## src/rtl/spi_ram_pkg.sv

```systemverilog
// spi_ram_pkg: shared command encodings, widths and frame layout for the
// SPI-to-RAM command controller.
package spi_ram_pkg;

    localparam int FRAME_W = 10;
    localparam int DATA_W  = 8;

    // Command field carried in frame bits [9:8]
    typedef enum logic [1:0] {
        CMD_WR_ADDR = 2'b00,
        CMD_WR_DATA = 2'b01,
        CMD_RD_ADDR = 2'b10,
        CMD_RD_DATA = 2'b11
    } cmd_e;

    // One received SPI frame: command on top, byte payload below
    typedef struct packed {
        cmd_e              cmd;
        logic [DATA_W-1:0] payload;
    } frame_t;

endpackage

```

## src/rtl/spi_ram_ctrl_if.sv

```systemverilog
// spi_ram_ctrl_if: frame/read-back link between the SPI slave receiver
// (master modport) and the RAM command controller (slave modport).
interface spi_ram_ctrl_if;
    import spi_ram_pkg::*;

    logic [FRAME_W-1:0] rx_data;
    logic               rx_valid;
    logic [DATA_W-1:0]  tx_data;
    logic               tx_valid;

    // SPI slave side: delivers frames, shifts read bytes out on MISO
    modport master (
        output rx_data,
        output rx_valid,
        input  tx_data,
        input  tx_valid
    );

    // Controller side: decodes frames, returns read bytes
    modport slave (
        input  rx_data,
        input  rx_valid,
        output tx_data,
        output tx_valid
    );

endinterface

```

## src/rtl/spi_ram_array.sv

```systemverilog
// spi_ram_array: single-port synchronous RAM, write-enable plus registered
// read with read-enable. Contents are never reset so it maps onto block RAM;
// the read register only moves on re, so rdata holds between reads.
module spi_ram_array
    import spi_ram_pkg::*;
#(
    parameter int MEM_DEPTH = 256,
    parameter int ADDR_SIZE = 8
) (
    input  logic                 clk,
    input  logic                 we,
    input  logic                 re,
    input  logic [ADDR_SIZE-1:0] addr,
    input  logic [DATA_W-1:0]    wdata,
    output logic [DATA_W-1:0]    rdata
);

    logic [DATA_W-1:0] mem_reg [MEM_DEPTH];
    logic [DATA_W-1:0] rdata_reg;

    // Write port and registered read share the single address
    always_ff @(posedge clk) begin
        if (we) begin
            mem_reg[addr] <= wdata;
        end
        if (re) begin
            rdata_reg <= mem_reg[addr];
        end
    end

    assign rdata = rdata_reg;

endmodule

```

## src/rtl/spi_ram_ctrl.sv

```systemverilog
// spi_ram_ctrl: decodes 10-bit SPI frames into write-address, write-data,
// read-address and read-data operations on an internal RAM, returning read
// bytes via tx_data/tx_valid one clock after the accepting edge.
// Optional build macro SPI_RAM_ADDR_AUTOINC_EN: post-increment wr_addr after
// WR_DATA and rd_addr after RD_DATA, wrapping MEM_DEPTH-1 -> 0.
module spi_ram_ctrl
    import spi_ram_pkg::*;
#(
    parameter int MEM_DEPTH = 256,
    parameter int ADDR_SIZE = 8
) (
    input  logic           clk,
    input  logic           rst_n,
    spi_ram_ctrl_if.slave  bus
);

    frame_t                frame;
    cmd_e                  cmd;
    logic [DATA_W-1:0]     payload;
    logic                  accept;

    logic                  rx_valid_d_reg;
    logic [ADDR_SIZE-1:0]  wr_addr_reg, wr_addr_next;
    logic [ADDR_SIZE-1:0]  rd_addr_reg, rd_addr_next;
    logic                  tx_valid_reg, tx_valid_next;
    // High when the last read returned a real RAM byte; low after reset or
    // after an out-of-range read, which forces tx_data to zero.
    logic                  tx_live_reg, tx_live_next;

    logic                  wr_in_range;
    logic                  rd_in_range;
    logic                  ram_we;
    logic                  ram_re;
    logic [ADDR_SIZE-1:0]  ram_addr;
    logic [DATA_W-1:0]     ram_rdata;
    logic [DATA_W-1:0]     tx_data_masked;

    assign frame   = frame_t'(bus.rx_data);
    assign cmd     = frame.cmd;
    assign payload = frame.payload;

    // Rising edge of rx_valid only: a held rx_valid executes once
    assign accept = bus.rx_valid & ~rx_valid_d_reg;

    // Address width may cover more than MEM_DEPTH; compare at 32 bits so the
    // default 256-deep / 8-bit case does not truncate the bound.
    assign wr_in_range = (32'(wr_addr_reg) < 32'(MEM_DEPTH));
    assign rd_in_range = (32'(rd_addr_reg) < 32'(MEM_DEPTH));

`ifdef SPI_RAM_ADDR_AUTOINC_EN
    function automatic logic [ADDR_SIZE-1:0] addr_inc(input logic [ADDR_SIZE-1:0] a);
        if (32'(a) == 32'(MEM_DEPTH - 1)) begin
            return '0;
        end
        return a + 1'b1;
    endfunction
`endif

    // Edge-detect register; resets high so a level already present at reset
    // release is not mistaken for a new frame.
    always_ff @(posedge clk or negedge rst_n) begin
        if (!rst_n) begin
            rx_valid_d_reg <= 1'b1;
        end else begin
            rx_valid_d_reg <= bus.rx_valid;
        end
    end

    // Command decode: next address registers and read-back handshake
    always_comb begin
        wr_addr_next  = wr_addr_reg;
        rd_addr_next  = rd_addr_reg;
        tx_valid_next = tx_valid_reg;
        tx_live_next  = tx_live_reg;
        if (accept) begin
            // Any accepted command retires the previous read-back byte
            tx_valid_next = 1'b0;
            case (cmd)
                CMD_WR_ADDR: begin
                    wr_addr_next = payload[ADDR_SIZE-1:0];
                end
                CMD_WR_DATA: begin
`ifdef SPI_RAM_ADDR_AUTOINC_EN
                    wr_addr_next = addr_inc(wr_addr_reg);
`endif
                end
                CMD_RD_ADDR: begin
                    rd_addr_next = payload[ADDR_SIZE-1:0];
                end
                CMD_RD_DATA: begin
                    tx_valid_next = 1'b1;
                    tx_live_next  = rd_in_range;
`ifdef SPI_RAM_ADDR_AUTOINC_EN
                    rd_addr_next  = addr_inc(rd_addr_reg);
`endif
                end
                default: begin
                end
            endcase
        end
    end

    // Address and handshake state, cleared asynchronously
    always_ff @(posedge clk or negedge rst_n) begin
        if (!rst_n) begin
            wr_addr_reg  <= '0;
            rd_addr_reg  <= '0;
            tx_valid_reg <= 1'b0;
            tx_live_reg  <= 1'b0;
        end else begin
            wr_addr_reg  <= wr_addr_next;
            rd_addr_reg  <= rd_addr_next;
            tx_valid_reg <= tx_valid_next;
            tx_live_reg  <= tx_live_next;
        end
    end

    // Out-of-range accesses never touch the RAM; the read register then keeps
    // its old byte and the tx mask hides it.
    assign ram_we   = accept && (cmd == CMD_WR_DATA) && wr_in_range;
    assign ram_re   = accept && (cmd == CMD_RD_DATA) && rd_in_range;
    assign ram_addr = (cmd == CMD_WR_DATA) ? wr_addr_reg : rd_addr_reg;

    spi_ram_array #(
        .MEM_DEPTH (MEM_DEPTH),
        .ADDR_SIZE (ADDR_SIZE)
    ) u_ram (
        .clk   (clk),
        .we    (ram_we),
        .re    (ram_re),
        .addr  (ram_addr),
        .wdata (payload),
        .rdata (ram_rdata)
    );

    // Gate each read-back bit so reset clears tx_data without resetting RAM
    for (genvar gi = 0; gi < DATA_W; gi++) begin : g_tx_mask
        assign tx_data_masked[gi] = ram_rdata[gi] & tx_live_reg;
    end

    assign bus.tx_data  = tx_data_masked;
    assign bus.tx_valid = tx_valid_reg;

endmodule

```

## src/flat_wrapper.sv

```systemverilog
// flat-port wrapper written by rule: the top's interface ports become plain ports
module spi_ram_ctrl_flat import spi_ram_pkg::*;
#(
    parameter int MEM_DEPTH = 256,
    parameter int ADDR_SIZE = 8
)
  (clk, rst_n, bus_rx_data, bus_rx_valid, bus_tx_data, bus_tx_valid);
  spi_ram_ctrl_if bus_i ();
  input  logic clk;
  input  logic rst_n;
  input wire logic [$bits(bus_i.rx_data)-1:0] bus_rx_data;
  input wire logic [$bits(bus_i.rx_valid)-1:0] bus_rx_valid;
  output wire logic [$bits(bus_i.tx_data)-1:0] bus_tx_data;
  output wire logic [$bits(bus_i.tx_valid)-1:0] bus_tx_valid;
  assign bus_i.rx_data = bus_rx_data;
  assign bus_i.rx_valid = bus_rx_valid;
  assign bus_tx_data = bus_i.tx_data;
  assign bus_tx_valid = bus_i.tx_valid;
  spi_ram_ctrl #(.MEM_DEPTH(MEM_DEPTH), .ADDR_SIZE(ADDR_SIZE)) u_core (.clk(clk), .rst_n(rst_n), .bus(bus_i));
endmodule
```

## config.mk

```make
export PLATFORM = sky130hd
export DESIGN_NAME = spi_ram_ctrl_flat
export DESIGN_NICKNAME = d
export VERILOG_FILES = /design/src/rtl/spi_ram_pkg.sv /design/src/rtl/spi_ram_ctrl_if.sv /design/src/rtl/spi_ram_array.sv /design/src/rtl/spi_ram_ctrl.sv /design/src/flat_wrapper.sv
export SDC_FILE = /design/constraint.sdc
export NUM_CORES = 2
export LEC_CHECK = 0
export CORE_UTILIZATION = 50
export CTS_BUF_LIST = sky130_fd_sc_hd__clkbuf_8 sky130_fd_sc_hd__clkbuf_16
export DETAILED_ROUTE_END_ITERATION = 8
export PLACE_DENSITY = 0.68
export RECOVER_POWER = 100
export SYNTH_ARGS = -nofsm -noshare
export SYNTH_HDL_FRONTEND = slang
export SYNTH_HIERARCHICAL = 1
export SYNTH_SLANG_ARGS = --single-unit
```

## constraint.sdc

```tcl
create_clock -name clk -period 2.7 [get_ports clk]
set_clock_uncertainty 0.2 [all_clocks]
set_input_delay 0.27 -clock clk [delete_from_list [all_inputs] [get_ports clk]]
set_output_delay 0.27 -clock clk [all_outputs]
set_load 0.01 [all_outputs]
```

# ---- After elaboration in Yosys (flattened, before gate mapping)
# Memory sizes are Yosys's and may differ from the RTL's. A register that Yosys moved wholly into a read port is not among the register bits.
# Index checks and enable logic that the tools add are counted.
dict set report op_classes {
  eq_ne 3
  n_mux 4
  bitwise 10
  reduce_logical 6
}
# operator count
set ops {}
lappend ops {{1-bit bitwise AND} 9}
lappend ops {{8-bit 2-to-1 mux} 1}
lappend ops {{2-bit AND reduction} 3}
lappend ops {{2-bit == test, second input constant} 2}
lappend ops {{1-bit 2-to-1 mux} 3}
lappend ops {{2-bit by 1-bit == test with 1-bit output, second input constant} 1}
lappend ops {{1-bit logical AND} 2}
lappend ops {{2-bit logical NOT} 1}
lappend ops {{1-bit inverter} 1}
dict set report word_totals {
  reg_bits 19
  mem_bits_rw 2048
  input_bits 13
  elab_cells 29
  n_memories 1
}
# name depth word_bits read_ports rd_ports_with_merged_regs write_ports line_no
set memory_table {}
lappend memory_table {u_core.u_ram.mem_reg 256 8 1 1 1 spi_ram_array.sv:18} ;# logic [DATA_W-1:0] mem_reg [MEM_DEPTH];

# ---- Depth between registers and ports, before layout
dict set report depth {
  word_depth 5
  depth_mapped 13
  depth_no_buf 7
}

# ---- Cells and area by module
# Netlist, hierarchy kept.
# module instances cells_per_inst area_per_inst_um2
set modules_own_cells {}
lappend modules_own_cells {spi_ram_array 1 3547 78572.9}
lappend modules_own_cells {spi_ram_ctrl 1 63 889.6}

# ---- Least setup slack after synthesis
# Ideal clock, no wire load.
dict set report synth_path {
  kind {input port to flip-flop}
  start {input port bus_rx_data[8]}
  end {memory u_core.u_ram.mem_reg[112][0] (enable)}
  arrival_ns 2.677
  slack_ns -0.547
  cell_stages 10
  n_path_buf 5
  cell_sequence {nor2b_1 > buf_2 > mux2_2 > buf_2 > nor2_1 > clkbuf_1 > clkbuf_1 > nand3_1 > clkbuf_1 > nor2_1}
}
dict set report synth_between {
  word_cells_on_any_way 5
}
# element line_no
set synth_rtl {}
lappend synth_rtl {{start: declaration} flat_wrapper.sv:11} ;# input wire logic [$bits(bus_i.rx_data)-1:0] bus_rx_data;
lappend synth_rtl {{2-bit by 1-bit == test with 1-bit output} spi_ram_ctrl.sv:122} ;# assign ram_addr = (cmd == CMD_WR_DATA) ? wr_addr_reg : rd_addr_reg;
lappend synth_rtl {{8-bit 2-to-1 mux} spi_ram_ctrl.sv:122}
lappend synth_rtl {{net u_core.ram_addr[2]} spi_ram_ctrl.sv:34} ;# logic [ADDR_SIZE-1:0] ram_addr;
lappend synth_rtl {{end: declaration} spi_ram_array.sv:18}
# The timed path passes the listed nets, and every way through them passes these cells.

# ---- Worst setup path after layout
dict set report layout_path {
  start {register u_core.rd_addr_reg[0]}
  end {register u_core.u_ram.rdata_reg[6], in the netlist u_core/u_ram/rdata[6], read port of u_core.u_ram.mem_reg (data pin)}
}
dict set report layout_between {
  elab_chain_len 1
}
# element line_no
set layout_lines {}
lappend layout_lines {{start: declaration} spi_ram_ctrl.sv:24} ;# logic [ADDR_SIZE-1:0] rd_addr_reg, rd_addr_next;
lappend layout_lines {{start signal: assignment} spi_ram_ctrl.sv:112} ;# rd_addr_reg <= rd_addr_next;
lappend layout_lines {{8-bit 2-to-1 mux} spi_ram_ctrl.sv:122}
lappend layout_lines {{net u_core.ram_addr[0]} spi_ram_ctrl.sv:34}
lappend layout_lines {{end: declaration} spi_ram_array.sv:19} ;# logic [DATA_W-1:0] rdata_reg;
# The timed path passes the listed nets, and every way through them passes these cells.
# A chain may end at the register's enable or synchronous reset.

==> run summary <==
Status: finished with violations
Failing checks: capacitance limit, slew limit, setup timing
Vias: 41200
Hold Fails Final Rpt: 0
Register bit count reported by yosys: 2075
Number of cell rows: 145
Post-synthesis sequential area ratio: 78.3%
Number of flip-flops in the largest register: 2048
Commonest register cell after synthesis: edfxtp_1
Critical path class: flop to flop
Critical path buffers and inverters: 4
Setup violation total in the final timing report: 933
H-tree levels: 4
Crit. End Element: flop
Critical path data arrival time: 3.79 ns
Final worst slack: -0.727 ns
Pin count of the biggest net entering global routing: 101
Iter 0 DRT Violations: 4727
Syn_area_per_cell: 22.0 um2
Initial Utilization: 50.6%
Power after layout: 78.5 mW
Synth Net Count: 3623
Cell Area, Synth: 79500 um2
DRT Pass-1 Iters: 7
Minimum clock period: 3.43 ns
Yosys warnings: 6
First-pass GRT wire length: 292000 um
Detailed Place HPWL: 126000 um
Setup_tns: -39.00 ns
Dominant cell type by area after synthesis: edfxtp_1
Die area: 161000 um2
Worst-Skew Late Latency: 0.83 ns
Net count, final: 4308
Crit Path Max Fanout: 13
GRT Util Overall: 25.4%
Startpoint Class: flop
Vias per cell: 6.31
Synth area leaders: edfxtp_1, mux4_2, a22oi_1
Worst-Margin Slew: 2.58 ns
GPL Wtd Cong: 0.885
DIE HEIGHT: 401 um
Worst-path cell with the longest stage delay: mux4_2
F_max: 0.292 GHz
CTS root buf: clkbuf_16
Delay-heaviest family, CP: compound AO/OA/AOI/OAI gates
Area post-placement: 89400 um2
Clk sink count: 2075
# DRC: 0
ANT cells: 0
Synth top area share: 77.7%
Critical Path RT: 3.06 ns
Number of CTS-inserted buffers: 198
Fin. max-slew vios: 451
Post-synthesis cell count: 3610
Period utilisation layout: 127%
Core region area: 157000 um2
Crit path cell chain: mux2_8, buf_4, buf_12, buf_12, mux4_2, a22oi_1, a21oi_1, o41ai_2, buf_4, nand4_1
Ports: 22
Number of synthesized flops with an enable pin: 2056
RSZ-0062 raised after global routing: true
Total length of routed wires: 205000 um
VDD IR max: 0.792 mV
CTS tree: done
CP peak stage delay: 0.43 ns
Layout cell share with drive strength beyond 1: 42.9%
Average routed wire per standard cell: 31.4 um
HP Class: primary input to flop
Horiz. Die Dim: 401 um
Post-synth top cells: edfxtp_1, mux4_2, a22oi_1, nor2_1, clkbuf_1
Syn-to-layout area delta: 24.0%
GRT Residual Overflow: 0
Max Cap Violations: 7
Leakage Power: 31.1 nW
Asr flop ratio synth: 0.916%
Hold slack: 0.0996 ns
Design area: 98500 um2
Port Buffers: 21
Initial antenna violation count: 1
Vias in the first global route: 40600
Clock Path Buffers: 3
Unique masters post-synth: 28
Clock slew at reported path FFs: 0.06 ns
Antenna viol nets, final: 0
Relative slew slack: -71.9%
Most numerous cell in the Yosys netlist: edfxtp_1
Pwr dens: 797 nW/um2
## area by class of cell
type	count	area (um2)
multi-input combinational	1301	18900
timing repair buffer	716	8420
clock inverter	166	1330
sequential	2075	62200
fill	10200	58400
tap	2058	2570
inverter	3	11.3
clock buffer	203	5080
## layer usage
layer / global-route usage [%] / share of wire (%) / vias up
met5: 0 / 0 / -
met1: 36.6 / 40 / 22000
met2: 39.2 / 48 / 2099
met4: 8.42 / 3.1 / 0
met3: 4.98 / 9.2 / 333
li1: - / - / 16800
## layout by cell type (no fill, tap or decap), types with 37 or more instances in the layout
master | Yosys | routed
buf_6 | 16 | 58
clkbuf_16 | 0 | 207
a22oi_2 | 0 | 79
nor2_4 | 0 | 188
nor2_1 | 232 | 37
a22oi_1 | 256 | 177
mux4_2 | 512 | 512
a21oi_1 | 128 | 73
clkinv_2 | 0 | 43
inv_1 | 3 | 59
edfxtp_1 | 2056 | 2056
a21oi_2 | 0 | 50
buf_12 | 0 | 176
buf_4 | 16 | 381
## worst register-to-register path, cell delays in order (launching register included)
cell and delay (ns):
dfrtp_1 0.39, mux2_8 0.37, buf_4 0.17, buf_12 0.15, buf_12 0.17, mux4_2 0.43, a22oi_1 0.30, a21oi_1 0.23
o41ai_2 0.43, buf_4 0.21, nand4_1 0.10
## kinds of logic (layout without fill, tap and decap cells)
kind of cell | Yosys count | in the layout | synth area share, %
DFF | 2075 | 2075 | 78.3
muxes | 536 | 539 | 14.9
AOI/OAI and AO/OA | 417 | 417 | 3.58
and+or+nand+nor | 345 | 345 | 1.86
buffers and inverters | 237 | 1088 | 1.41
## final timing paths
check / start / end / slack, ns / cells after the start
max: u_core/rd_addr_reg[0] / u_core/u_ram/rdata[6] / -0.73 / 10
min: bus_rx_data[8] / u_core/tx_live_reg / 0.1 / 4
max reg2reg: u_core/rd_addr_reg[0] / u_core/u_ram/rdata[6] / -0.73 / 10
min reg2reg: u_core/rd_addr_reg[6] / u_core/rd_addr_reg[6] / 0.30 / 1
max in group asynchronous: rst_n / u_core/tx_live_reg / 0.90 / 3
min in group asynchronous: rst_n / u_core/bus.tx_valid / 0.57 / 3
## through the flow
step	std cells	setup WS [ns]	util [%]
detailed placement	6058	-2.01	57.0
floorplan	3610	-0.199	-
global route	6522	-0.763	62.8
CTS	6498	-0.654	62.4
global placement	6058	-2.05	57.0
finish	6522	-0.727	62.8
## report_power, final
group	internal (mW)	switching [mW]	leakage [nW]	total (mW)
registers	35.5	0.0606	18.7	35.6
logic	7.26	8.52	9.07	15.8
clock network	15.3	11.8	3.36	27.2
total	58.1	20.4	31.1	78.5
## timing repair
action / CTS / global route
pin swaps: 44 / 36
setup buffers: 45 / 21
resized for setup: 214 / 150
setup endpoints to repair: 1757 / 1414
hold buffers: 10 / 0
endpoints found under the hold margin: 1669 / 0
gates cloned: 17 / 4
(Power assumes the default switching activity.)
